### config.mk
export PLATFORM = sky130hd
export DESIGN_NAME = csi_tx_packetizer_flat
export DESIGN_NICKNAME = d
export VERILOG_FILES = /design/src/rtl/csi_tx_packetizer_if.sv /design/src/rtl/csi_tx_packetizer.sv /design/src/flat_wrapper.sv
export SDC_FILE = /design/constraint.sdc
export NUM_CORES = 1
export LEC_CHECK = 0
export ABC_AREA = 0
export BUFFER_PORTS_ARGS = -buffer_cell sky130_fd_sc_hd__clkbuf_2
export CORE_ASPECT_RATIO = 0.8
export CORE_MARGIN = 4
export CORE_UTILIZATION = 60
export CTS_BUF_LIST = sky130_fd_sc_hd__clkbuf_4 sky130_fd_sc_hd__clkbuf_8
export DETAILED_ROUTE_END_ITERATION = 16
export PLACE_DENSITY = 0.81
export SLEW_MARGIN = 20
export SYNTH_ARGS = -nofsm -noshare
export SYNTH_HDL_FRONTEND = slang
export SYNTH_SLANG_ARGS = --single-unit
export TNS_END_PERCENT = 10
### constraint.sdc
create_clock -name clk -period 3.9 [get_ports clk]
set_clock_uncertainty 0.15 [all_clocks]
set_input_delay 0 -clock clk [delete_from_list [all_inputs] [get_ports clk]]
set_output_delay 0 -clock clk [all_outputs]
set_load 0.03 [all_outputs]
### src/rtl/csi_tx_packetizer_if.sv
`default_nettype none
// ============================================================================
// Module      : csi_tx_packetizer_if
// Description : AXI-Stream style pixel-word channel into the CSI-2 TX
//               packetizer. tdata[7:0] is the earlier byte, tdata[15:8] the
//               later one. A word moves when tvalid and tready are both high.
//               master : pixel source     (drives tdata/tvalid/tlast)
//               slave  : packetizer       (drives tready)
// Revision    : 1.0 - initial release
// ============================================================================
interface csi_tx_packetizer_if;
    logic [15:0] tdata;
    logic        tvalid;
    logic        tlast;
    logic        tready;

    modport master (output tdata, output tvalid, output tlast, input tready);
    modport slave  (input tdata, input tvalid, input tlast, output tready);
endinterface
`default_nettype wire

### src/rtl/csi_tx_packetizer.sv
`default_nettype none
// ============================================================================
// Module      : csi_tx_packetizer
// Description : Two-lane MIPI CSI-2 transmit packetizer (byte clock domain).
//               Emits FS/FE short packets and long pixel packets as per-lane
//               HS byte streams: sync, header + ECC, payload, CRC-16, trail,
//               followed by GAP_CYCLES of HS-off.
// Ports       : clk, rst       - byte clock, synchronous active-high reset
//               frame_start/end- one-cycle FS/FE requests (latched)
//               s_axis         - pixel word channel (slave modport)
//               hs_en          - lanes in HS mode
//               lane0/1_data   - bytes to the lane serializers
//               busy           - state is not IDLE
//               frame_num      - frame number of the latest FS/FE
//               underrun       - sticky: payload word missing in PAYLOAD
//               len_err        - sticky: tlast position disagrees with length
// Revision    : 1.0 - initial release
// ============================================================================
module csi_tx_packetizer #(
    parameter logic [7:0]  DATA_TYPE  = 8'h2A,
    parameter logic [1:0]  VC         = 2'd0,
    parameter logic [15:0] WORD_COUNT = 16'd1280,
    parameter int          GAP_CYCLES = 8
) (
    input  wire logic               clk,
    input  wire logic               rst,
    input  wire logic               frame_start,
    input  wire logic               frame_end,
    csi_tx_packetizer_if.slave      s_axis,
    output logic                    hs_en,
    output logic [7:0]              lane0_data,
    output logic [7:0]              lane1_data,
    output logic                    busy,
    output logic [15:0]             frame_num,
    output logic                    underrun,
    output logic                    len_err
);

    // r_state names the packet phase currently shown on the lanes.
    localparam logic [2:0] c_IDLE    = 3'd0;
    localparam logic [2:0] c_SOT     = 3'd1;
    localparam logic [2:0] c_HDR0    = 3'd2;
    localparam logic [2:0] c_HDR1    = 3'd3;
    localparam logic [2:0] c_PAYLOAD = 3'd4;
    localparam logic [2:0] c_CRC     = 3'd5;
    localparam logic [2:0] c_TRAIL   = 3'd6;
    localparam logic [2:0] c_GAP     = 3'd7;

    localparam logic [15:0] c_WORD_LAST = (WORD_COUNT >> 1) - 16'd1;
    localparam logic [15:0] c_GAP_LAST  = 16'(GAP_CYCLES - 1);
    localparam logic [7:0]  c_SYNC      = 8'hB8;

    function automatic logic [7:0] f_ecc(input logic [23:0] d);
        logic [5:0] p;
        p[0] = d[0]^d[1]^d[2]^d[4]^d[5]^d[7]^d[10]^d[11]^d[13]^d[16]^d[20]^d[21]^d[22]^d[23];
        p[1] = d[0]^d[1]^d[3]^d[4]^d[6]^d[8]^d[10]^d[12]^d[14]^d[17]^d[20]^d[21]^d[22]^d[23];
        p[2] = d[0]^d[2]^d[3]^d[5]^d[6]^d[9]^d[11]^d[12]^d[15]^d[18]^d[20]^d[21]^d[22];
        p[3] = d[1]^d[2]^d[3]^d[7]^d[8]^d[9]^d[13]^d[14]^d[15]^d[19]^d[20]^d[21]^d[23];
        p[4] = d[4]^d[5]^d[6]^d[7]^d[8]^d[9]^d[16]^d[17]^d[18]^d[19]^d[20]^d[22]^d[23];
        p[5] = (^d[19:10])^d[21]^d[22]^d[23];
        return {2'b00, p};
    endfunction

    // Reflected CCITT polynomial, data shifted in LSB first.
    function automatic logic [15:0] f_crc_byte(input logic [15:0] crc, input logic [7:0] b);
        logic [15:0] c;
        c = crc ^ {8'h00, b};
        for (int i = 0; i < 8; i++) begin
            c = c[0] ? ((c >> 1) ^ 16'h8408) : (c >> 1);
        end
        return c;
    endfunction

    logic [2:0]  r_state, w_state_nxt;
    logic [15:0] r_cnt, w_cnt_nxt;
    logic [15:0] r_gap, w_gap_nxt;
    logic [15:0] r_crc, w_crc_nxt;
    logic [5:0]  r_dt, w_dt_nxt;
    logic [15:0] r_wc, w_wc_nxt;
    logic        r_long, w_long_nxt;
    logic        r_fs_pend, r_fe_pend, r_tready;
    logic [15:0] w_frame_nxt;
    logic [7:0]  w_lane0_nxt, w_lane1_nxt, w_di;
    logic        w_fs_req, w_fe_req, w_fs_take, w_fe_take, w_load;
    logic [15:0] w_word;

    assign s_axis.tready = r_tready;
    assign w_fs_req      = r_fs_pend | frame_start;
    assign w_fe_req      = r_fe_pend | frame_end;
    assign w_di          = {VC, r_dt};
    // Missing source data is replaced with zero bytes so HS timing never stalls.
    assign w_word        = s_axis.tvalid ? s_axis.tdata : 16'h0000;

    always_comb begin
        w_state_nxt = r_state;
        w_cnt_nxt   = r_cnt;
        w_gap_nxt   = r_gap;
        w_crc_nxt   = r_crc;
        w_dt_nxt    = r_dt;
        w_wc_nxt    = r_wc;
        w_long_nxt  = r_long;
        w_frame_nxt = frame_num;
        w_lane0_nxt = 8'h00;
        w_lane1_nxt = 8'h00;
        w_fs_take   = 1'b0;
        w_fe_take   = 1'b0;
        w_load      = 1'b0;
        case (r_state)
            c_IDLE: begin
                if (w_fs_req) begin
                    w_fs_take   = 1'b1;
                    // Frame number skips 0 on wrap.
                    w_frame_nxt = (frame_num == 16'hFFFF) ? 16'd1 : frame_num + 16'd1;
                    w_dt_nxt    = 6'h00;
                    w_wc_nxt    = w_frame_nxt;
                    w_long_nxt  = 1'b0;
                    w_state_nxt = c_SOT;
                end else if (s_axis.tvalid) begin
                    w_dt_nxt    = DATA_TYPE[5:0];
                    w_wc_nxt    = WORD_COUNT;
                    w_long_nxt  = 1'b1;
                    w_state_nxt = c_SOT;
                end else if (w_fe_req) begin
                    w_fe_take   = 1'b1;
                    w_dt_nxt    = 6'h01;
                    w_wc_nxt    = frame_num;
                    w_long_nxt  = 1'b0;
                    w_state_nxt = c_SOT;
                end
                if (w_state_nxt == c_SOT) begin
                    w_lane0_nxt = c_SYNC;
                    w_lane1_nxt = c_SYNC;
                    w_crc_nxt   = 16'hFFFF;
                end
            end
            c_SOT: begin
                w_state_nxt = c_HDR0;
                w_lane0_nxt = w_di;
                w_lane1_nxt = r_wc[7:0];
            end
            c_HDR0: begin
                w_state_nxt = c_HDR1;
                w_lane0_nxt = r_wc[15:8];
                w_lane1_nxt = f_ecc({r_wc, w_di});
            end
            c_HDR1: begin
                if (r_long) begin
                    w_state_nxt = c_PAYLOAD;
                    w_cnt_nxt   = 16'd0;
                    w_load      = 1'b1;
                end else begin
                    w_state_nxt = c_TRAIL;
                    w_lane0_nxt = {8{~lane0_data[7]}};
                    w_lane1_nxt = {8{~lane1_data[7]}};
                end
            end
            c_PAYLOAD: begin
                if (r_cnt == c_WORD_LAST) begin
                    w_state_nxt = c_CRC;
                    w_lane0_nxt = r_crc[7:0];
                    w_lane1_nxt = r_crc[15:8];
                end else begin
                    w_cnt_nxt = r_cnt + 16'd1;
                    w_load    = 1'b1;
                end
            end
            c_CRC: begin
                w_state_nxt = c_TRAIL;
                w_lane0_nxt = {8{~lane0_data[7]}};
                w_lane1_nxt = {8{~lane1_data[7]}};
            end
            c_TRAIL: begin
                w_state_nxt = c_GAP;
                w_gap_nxt   = 16'd0;
            end
            default: begin
                if (r_gap == c_GAP_LAST) begin
                    w_state_nxt = c_IDLE;
                end else begin
                    w_gap_nxt = r_gap + 16'd1;
                end
            end
        endcase
        // Each load edge consumes the word offered under the registered tready.
        if (w_load) begin
            w_lane0_nxt = w_word[7:0];
            w_lane1_nxt = w_word[15:8];
            w_crc_nxt   = f_crc_byte(f_crc_byte(r_crc, w_word[7:0]), w_word[15:8]);
        end
    end

    always_ff @(posedge clk) begin
        if (rst) begin
            r_state    <= c_IDLE;
            r_cnt      <= 16'd0;
            r_gap      <= 16'd0;
            r_crc      <= 16'hFFFF;
            r_dt       <= 6'h00;
            r_wc       <= 16'd0;
            r_long     <= 1'b0;
            r_fs_pend  <= 1'b0;
            r_fe_pend  <= 1'b0;
            r_tready   <= 1'b0;
            hs_en      <= 1'b0;
            lane0_data <= 8'h00;
            lane1_data <= 8'h00;
            busy       <= 1'b0;
            frame_num  <= 16'd0;
            underrun   <= 1'b0;
            len_err    <= 1'b0;
        end else begin
            r_state    <= w_state_nxt;
            r_cnt      <= w_cnt_nxt;
            r_gap      <= w_gap_nxt;
            r_crc      <= w_crc_nxt;
            r_dt       <= w_dt_nxt;
            r_wc       <= w_wc_nxt;
            r_long     <= w_long_nxt;
            r_fs_pend  <= w_fs_req & ~w_fs_take;
            r_fe_pend  <= w_fe_req & ~w_fe_take;
            // tready leads the payload lanes by one cycle so that a word
            // accepted at one edge is on the lanes right after it.
            r_tready   <= ((w_state_nxt == c_HDR1) && w_long_nxt) ||
                          ((w_state_nxt == c_PAYLOAD) && (w_cnt_nxt != c_WORD_LAST));
            hs_en      <= (w_state_nxt != c_IDLE) && (w_state_nxt != c_GAP);
            lane0_data <= w_lane0_nxt;
            lane1_data <= w_lane1_nxt;
            busy       <= (w_state_nxt != c_IDLE);
            frame_num  <= w_frame_nxt;
            if (w_load && !s_axis.tvalid) begin
                underrun <= 1'b1;
            end
            if (w_load && s_axis.tvalid && (s_axis.tlast != (w_cnt_nxt == c_WORD_LAST))) begin
                len_err <= 1'b1;
            end
        end
    end

endmodule
`default_nettype wire
### src/flat_wrapper.sv
// flat-port wrapper written by rule: the top's interface ports become plain ports
module csi_tx_packetizer_flat 
#(
    parameter logic [7:0]  DATA_TYPE  = 8'h2A,
    parameter logic [1:0]  VC         = 2'd0,
    parameter logic [15:0] WORD_COUNT = 16'd1280,
    parameter int          GAP_CYCLES = 8
)
  (clk, rst, frame_start, frame_end, hs_en, lane0_data, lane1_data, busy, frame_num, underrun, len_err, s_axis_tdata, s_axis_tvalid, s_axis_tlast, s_axis_tready);
  csi_tx_packetizer_if s_axis_i ();
  input  wire logic clk;
  input  wire logic rst;
  input  wire logic frame_start;
  input  wire logic frame_end;
  output logic hs_en;
  output logic [7:0] lane0_data;
  output logic [7:0] lane1_data;
  output logic busy;
  output logic [15:0] frame_num;
  output logic underrun;
  output logic len_err;
  input wire logic [$bits(s_axis_i.tdata)-1:0] s_axis_tdata;
  input wire logic [$bits(s_axis_i.tvalid)-1:0] s_axis_tvalid;
  input wire logic [$bits(s_axis_i.tlast)-1:0] s_axis_tlast;
  output wire logic [$bits(s_axis_i.tready)-1:0] s_axis_tready;
  assign s_axis_i.tdata = s_axis_tdata;
  assign s_axis_i.tvalid = s_axis_tvalid;
  assign s_axis_i.tlast = s_axis_tlast;
  assign s_axis_tready = s_axis_i.tready;
  csi_tx_packetizer #(.DATA_TYPE(DATA_TYPE), .VC(VC), .WORD_COUNT(WORD_COUNT), .GAP_CYCLES(GAP_CYCLES)) u_core (.clk(clk), .rst(rst), .frame_start(frame_start), .frame_end(frame_end), .s_axis(s_axis_i), .hs_en(hs_en), .lane0_data(lane0_data), .lane1_data(lane1_data), .busy(busy), .frame_num(frame_num), .underrun(underrun), .len_err(len_err));
endmodule
==> results.txt <==
----------------------------------------------------
[Outcome]
  Result of the run ... completed

[Final layout]
  Share of the core filled with cells ... 68.0%
  Area of the multi-input gates ... 3850 um^2
  Signed area change from the synthesized netlist to the final layout ... 11.2%
  Total area of sequential cells ... 2180 um^2
  Final net count ... 858
  Inserted Diodes ... 0
  Share of post-route cells with drive strength above 1 ... between 10% and 20%
  Filler cells ... 888

[STA]
  Tmin final ... ~3.5 ns
  Slew headroom ... 29.5%
  Crit share post-route ... between 90% and 100%
  Final-report setup violation count ... 0
  Final count of pins violating max slew ... 0
  Fmax achieved ... around 280 MHz
  RSZ-0062 raised after global routing ... no
  Setup Total Neg Slack ... 0 ns
  Actual transition at the worst max-transition pin ... 1.05 ns
  Final hold viol count ... 0

[Logic synthesis]
  Post-synth EDFFs ... 0
  Synth area leaders ... sky130_fd_sc_hd__dfxtp_1 35%, sky130_fd_sc_hd__xnor2_1 8.8%, sky130_fd_sc_hd__nand2_1 5.5%
  Main synth FF type ... sky130_fd_sc_hd__dfxtp_1
  Most frequent cell after synthesis ... sky130_fd_sc_hd__dfxtp_1
  Syn nets ... 814
  Total of warnings raised by yosys ... 0
  Top-area cell type share of the netlist area ... between 30% and 40%
  Cell accounting for the most synthesized area ... sky130_fd_sc_hd__dfxtp_1
  Most common library cells after synthesis ... 109 x sky130_fd_sc_hd__dfxtp_1, 91 x sky130_fd_sc_hd__nand2_1, 78 x sky130_fd_sc_hd__nor2_1
  Number of instances in the synthesized netlist ... 789
  Unique cell type count in the Yosys netlist ... 61
  Post-synthesis instance area ... 6270 um^2
  Synth Register Bits ... 109
  Syn avg cell area ... 7.94 um^2
  Post-synth ARST share ... 0%
  Portion of the post-synthesis area used by sequential elements ... 34.8%

[Placed design]
  Port bufs ... 58
  Total half-perimeter wirelength after legalization and detailed placement ... 11.9 mm
  Placer congestion estimate ... 0.892

[Critical path]
  Setup slack, reg-to-reg ... 0.36 ns
  Kind of start point of the critical path ... flip-flop
  Maximum fanout along the worst path ... 8
  Critical path class ... flip-flop to flip-flop
  Endpoint required time on the critical path ... 4.03 ns
  Capture instance of the worst register-to-register path ... u_core.s_axis.tready
  Worst Reg-to-Reg Cells ... 8
  Critical Path AT ... approximately 3.7 ns
  Critical path endpoint category ... flip-flop
  Start of the worst register-to-register path ... u_core.r_cnt[0]

[Die]
  Starting utilization of the core area ... around three fifths
  Core box area ... 10200 um^2
  Chip height ... 99.4 um
  Horiz. Die Dim ... 122 um
  Cell row count ... 33
  Top Ports ... between 50 and 60
  Overall die area ... between 10000 and 15000 um^2

[Job]
  Total of max-cap violations ... 0

[Min path]
  Launch point of the worst hold path ... rst
  Tightest Hold Check Type ... input pin to flip-flop
  Number of stages on the worst hold path ... 3
  Worst Hold Path EP ... u_core.r_crc[15]

[CTS]
  Clk_lat worst skew ... 0.38 ns
  Worst-case clock buffer depth ... 2
  Clock buffers created by TritonCTS ... 9
  Clock transition at the registers of the reported paths ... 0.11 ns
  Cell at the root of the clock tree ... sky130_fd_sc_hd__clkbuf_8
  CTS tree ... yes
  Number of H-tree levels ... 3
  # resized after CTS ... 0
  Sinks on Clock Net ... about 110

[Detailed routing]
  Wire length reported by the detailed router ... roughly 17 mm
  Drt wl/cell ... roughly 17 um
  First-pass iteration count of the detailed router ... 5
  Routed vias ... slightly above 6000
  Iteration-0 DRC Markers ... between 600 and 700
  Post-detailed-route via-to-cell ratio ... 6.19
  Post-route DRC ... 0
  Remaining antenna violation count ... 0

[Pwr]
  Leak pwr ... 2.47 nW
  Sw Share ... 36.7%
  Net switching power of the design ... 0.00111 W
  Combinational share of power ... 34.6%
  Part of the power in the clock network ... 22.4%
  Power density over the cells ... 434 nW/um^2
  Internal ... about 0.0019 W
  Sequential share of power ... between 40 and 50%
  IR Drop Worst-Case VDD ... 0.311 mV

[Global route]
  Initial antenna violation count ... 0
  Aggregate global routing overflow ... 0
  Maximum number of pins on one net before global-route repair ... 80
  Global-route wire length before repair ... 27.3 mm
  Vias in the first global route ... 5504
  Global routing usage summed across all routing layers ... 27.6%

----------------------------------------------------
-- cells in the final DEF, fill, tap and decap left out, types with 4 or more instances in the layout --
| cell type | n |
|---|---|
| sky130_fd_sc_hd__xor2_1 | 38 |
| sky130_fd_sc_hd__nand3b_1 | 5 |
| sky130_fd_sc_hd__o21ai_0 | 46 |
| sky130_fd_sc_hd__nor4_1 | 10 |
| sky130_fd_sc_hd__o211ai_1 | 13 |
| sky130_fd_sc_hd__nand2_1 | 91 |
| sky130_fd_sc_hd__nor3_1 | 23 |
| sky130_fd_sc_hd__nand2b_1 | 6 |
| sky130_fd_sc_hd__nand4_1 | 14 |
| sky130_fd_sc_hd__and2_1 | 8 |
| sky130_fd_sc_hd__a221oi_1 | 15 |
| sky130_fd_sc_hd__a21oi_1 | 55 |
| sky130_fd_sc_hd__a31oi_1 | 13 |
| sky130_fd_sc_hd__a21o_1 | 4 |
| sky130_fd_sc_hd__and3_1 | 15 |
| sky130_fd_sc_hd__a211oi_1 | 12 |
| sky130_fd_sc_hd__inv_1 | 4 |
| sky130_fd_sc_hd__a22oi_1 | 7 |
| sky130_fd_sc_hd__xnor2_1 | 63 |
| sky130_fd_sc_hd__buf_4 | 10 |
| sky130_fd_sc_hd__nor3b_1 | 7 |
| sky130_fd_sc_hd__nor2_1 | 77 |
| sky130_fd_sc_hd__nand3_1 | 25 |
| sky130_fd_sc_hd__clkbuf_2 | 58 |
| sky130_fd_sc_hd__and4_1 | 6 |
| sky130_fd_sc_hd__or2_2 | 4 |
| sky130_fd_sc_hd__or3_1 | 13 |
| sky130_fd_sc_hd__dfxtp_1 | 109 |
| sky130_fd_sc_hd__dlygate4sd3_1 | 18 |
| sky130_fd_sc_hd__clkbuf_8 | 11 |
-- per-layer routing --
layer	up-vias	wire [um]	GRT usage, %
met5	-	0	0
met2	272	7680	43.2
li1	2911	-	-
met4	0	205	6.71
met1	2848	7650	40.0
met3	23	1350	4.32
-- timing repair --
action,CTS,global route
buffers inserted,0,0
endpoints found under the hold margin,19,0
hold buffers,18,0
-- power groups by stage --
stage,Combinational (W),Sequential (W),Clock (W)
after CTS,0.00104,0.00130,0.000698
after detailed placement,0.00102,0.00132,0
after floorplan,0.000747,0.00137,0
after global placement,0.00100,0.00132,0
after global routing,0.00114,0.00131,0.000738
final,0.00105,0.00130,0.000677
-- layout make-up --
| type | instances | share of cell area [%] |
|---|---|---|
| repair buffers | 86 | 7.83 |
| clock inverters | 5 | 0.593 |
| multi-input cells | 622 | 55.3 |
| well taps | 140 | 2.51 |
| flip-flops and latches | 109 | 31.3 |
| inverters | 5 | 0.269 |
| clock buffers | 11 | 2.17 |
-- worst max-delay path: stages (launching register included) --
cell,delay [ns]
sky130_fd_sc_hd__dfxtp_1,0.50
sky130_fd_sc_hd__ha_1,0.30
sky130_fd_sc_hd__and4_1,0.34
sky130_fd_sc_hd__and4_1,0.37
sky130_fd_sc_hd__o22ai_1,0.13
sky130_fd_sc_hd__or4_1,0.46
sky130_fd_sc_hd__or4_1,0.46
sky130_fd_sc_hd__or4b_1,0.51
sky130_fd_sc_hd__a22o_1,0.20
-- worst max-delay path by stage --
stage               startpoint                   end  slack, ns  depth (start not counted)
2_1_floorplan  u_core.r_cnt[0]  u_core.s_axis.tready       0.79                          9
3_3_place_gp   u_core.r_cnt[0]  u_core.s_axis.tready       0.49                          8
3_5_place_dp   u_core.r_cnt[0]  u_core.s_axis.tready       0.44                          8
4_1_cts        u_core.r_cnt[0]  u_core.s_axis.tready       0.40                          8
5_1_grt        u_core.r_cnt[0]  u_core.s_axis.tready       0.22                          8
6_report       u_core.r_cnt[0]  u_core.s_axis.tready       0.36                          8
-- registers in the layout, summed over array words and instances, names as in the netlist, 2 cells and up --
register	cells
u_core.lane1_data	8
u_core.lane0_data	8
u_core.r_state	3
u_core.r_crc	16
u_core.r_cnt	16
u_core.frame_num	16
u_core.r_gap	16
u_core.r_dt	2
u_core.r_wc	16
-- logic make-up after synthesis --
kind of cell / after synthesis / synth area share [%]
XOR/XNOR: 104 / 15.2
adder cells (fa/ha/maj): 3 / 0.599
AO/OA/AOI/OAI: 188 / 18.7
flip-flops: 109 / 34.8
multiplexers: 5 / 0.859
buffers and inverters: 58 / 3.79
AND/OR/NAND/NOR: 322 / 26.1
-- stage by stage --
stage	total power (W)	area, um^2	setup slack (ns)	hold WS [ns]	cells
2_1_floorplan	0.00212	6270	0.787	-0.00955	789
3_3_place_gp	0.00232	6590	0.487	0.111	944
3_5_place_dp	0.00235	6590	0.436	0.119	944
4_1_cts	0.00304	6960	0.400	0.00849	978
5_1_grt	0.00319	6970	0.216	0.0457	978
6_report	0.00303	6970	0.360	0.0178	978
No activity file was read; power rests on OpenSTA's default activity.
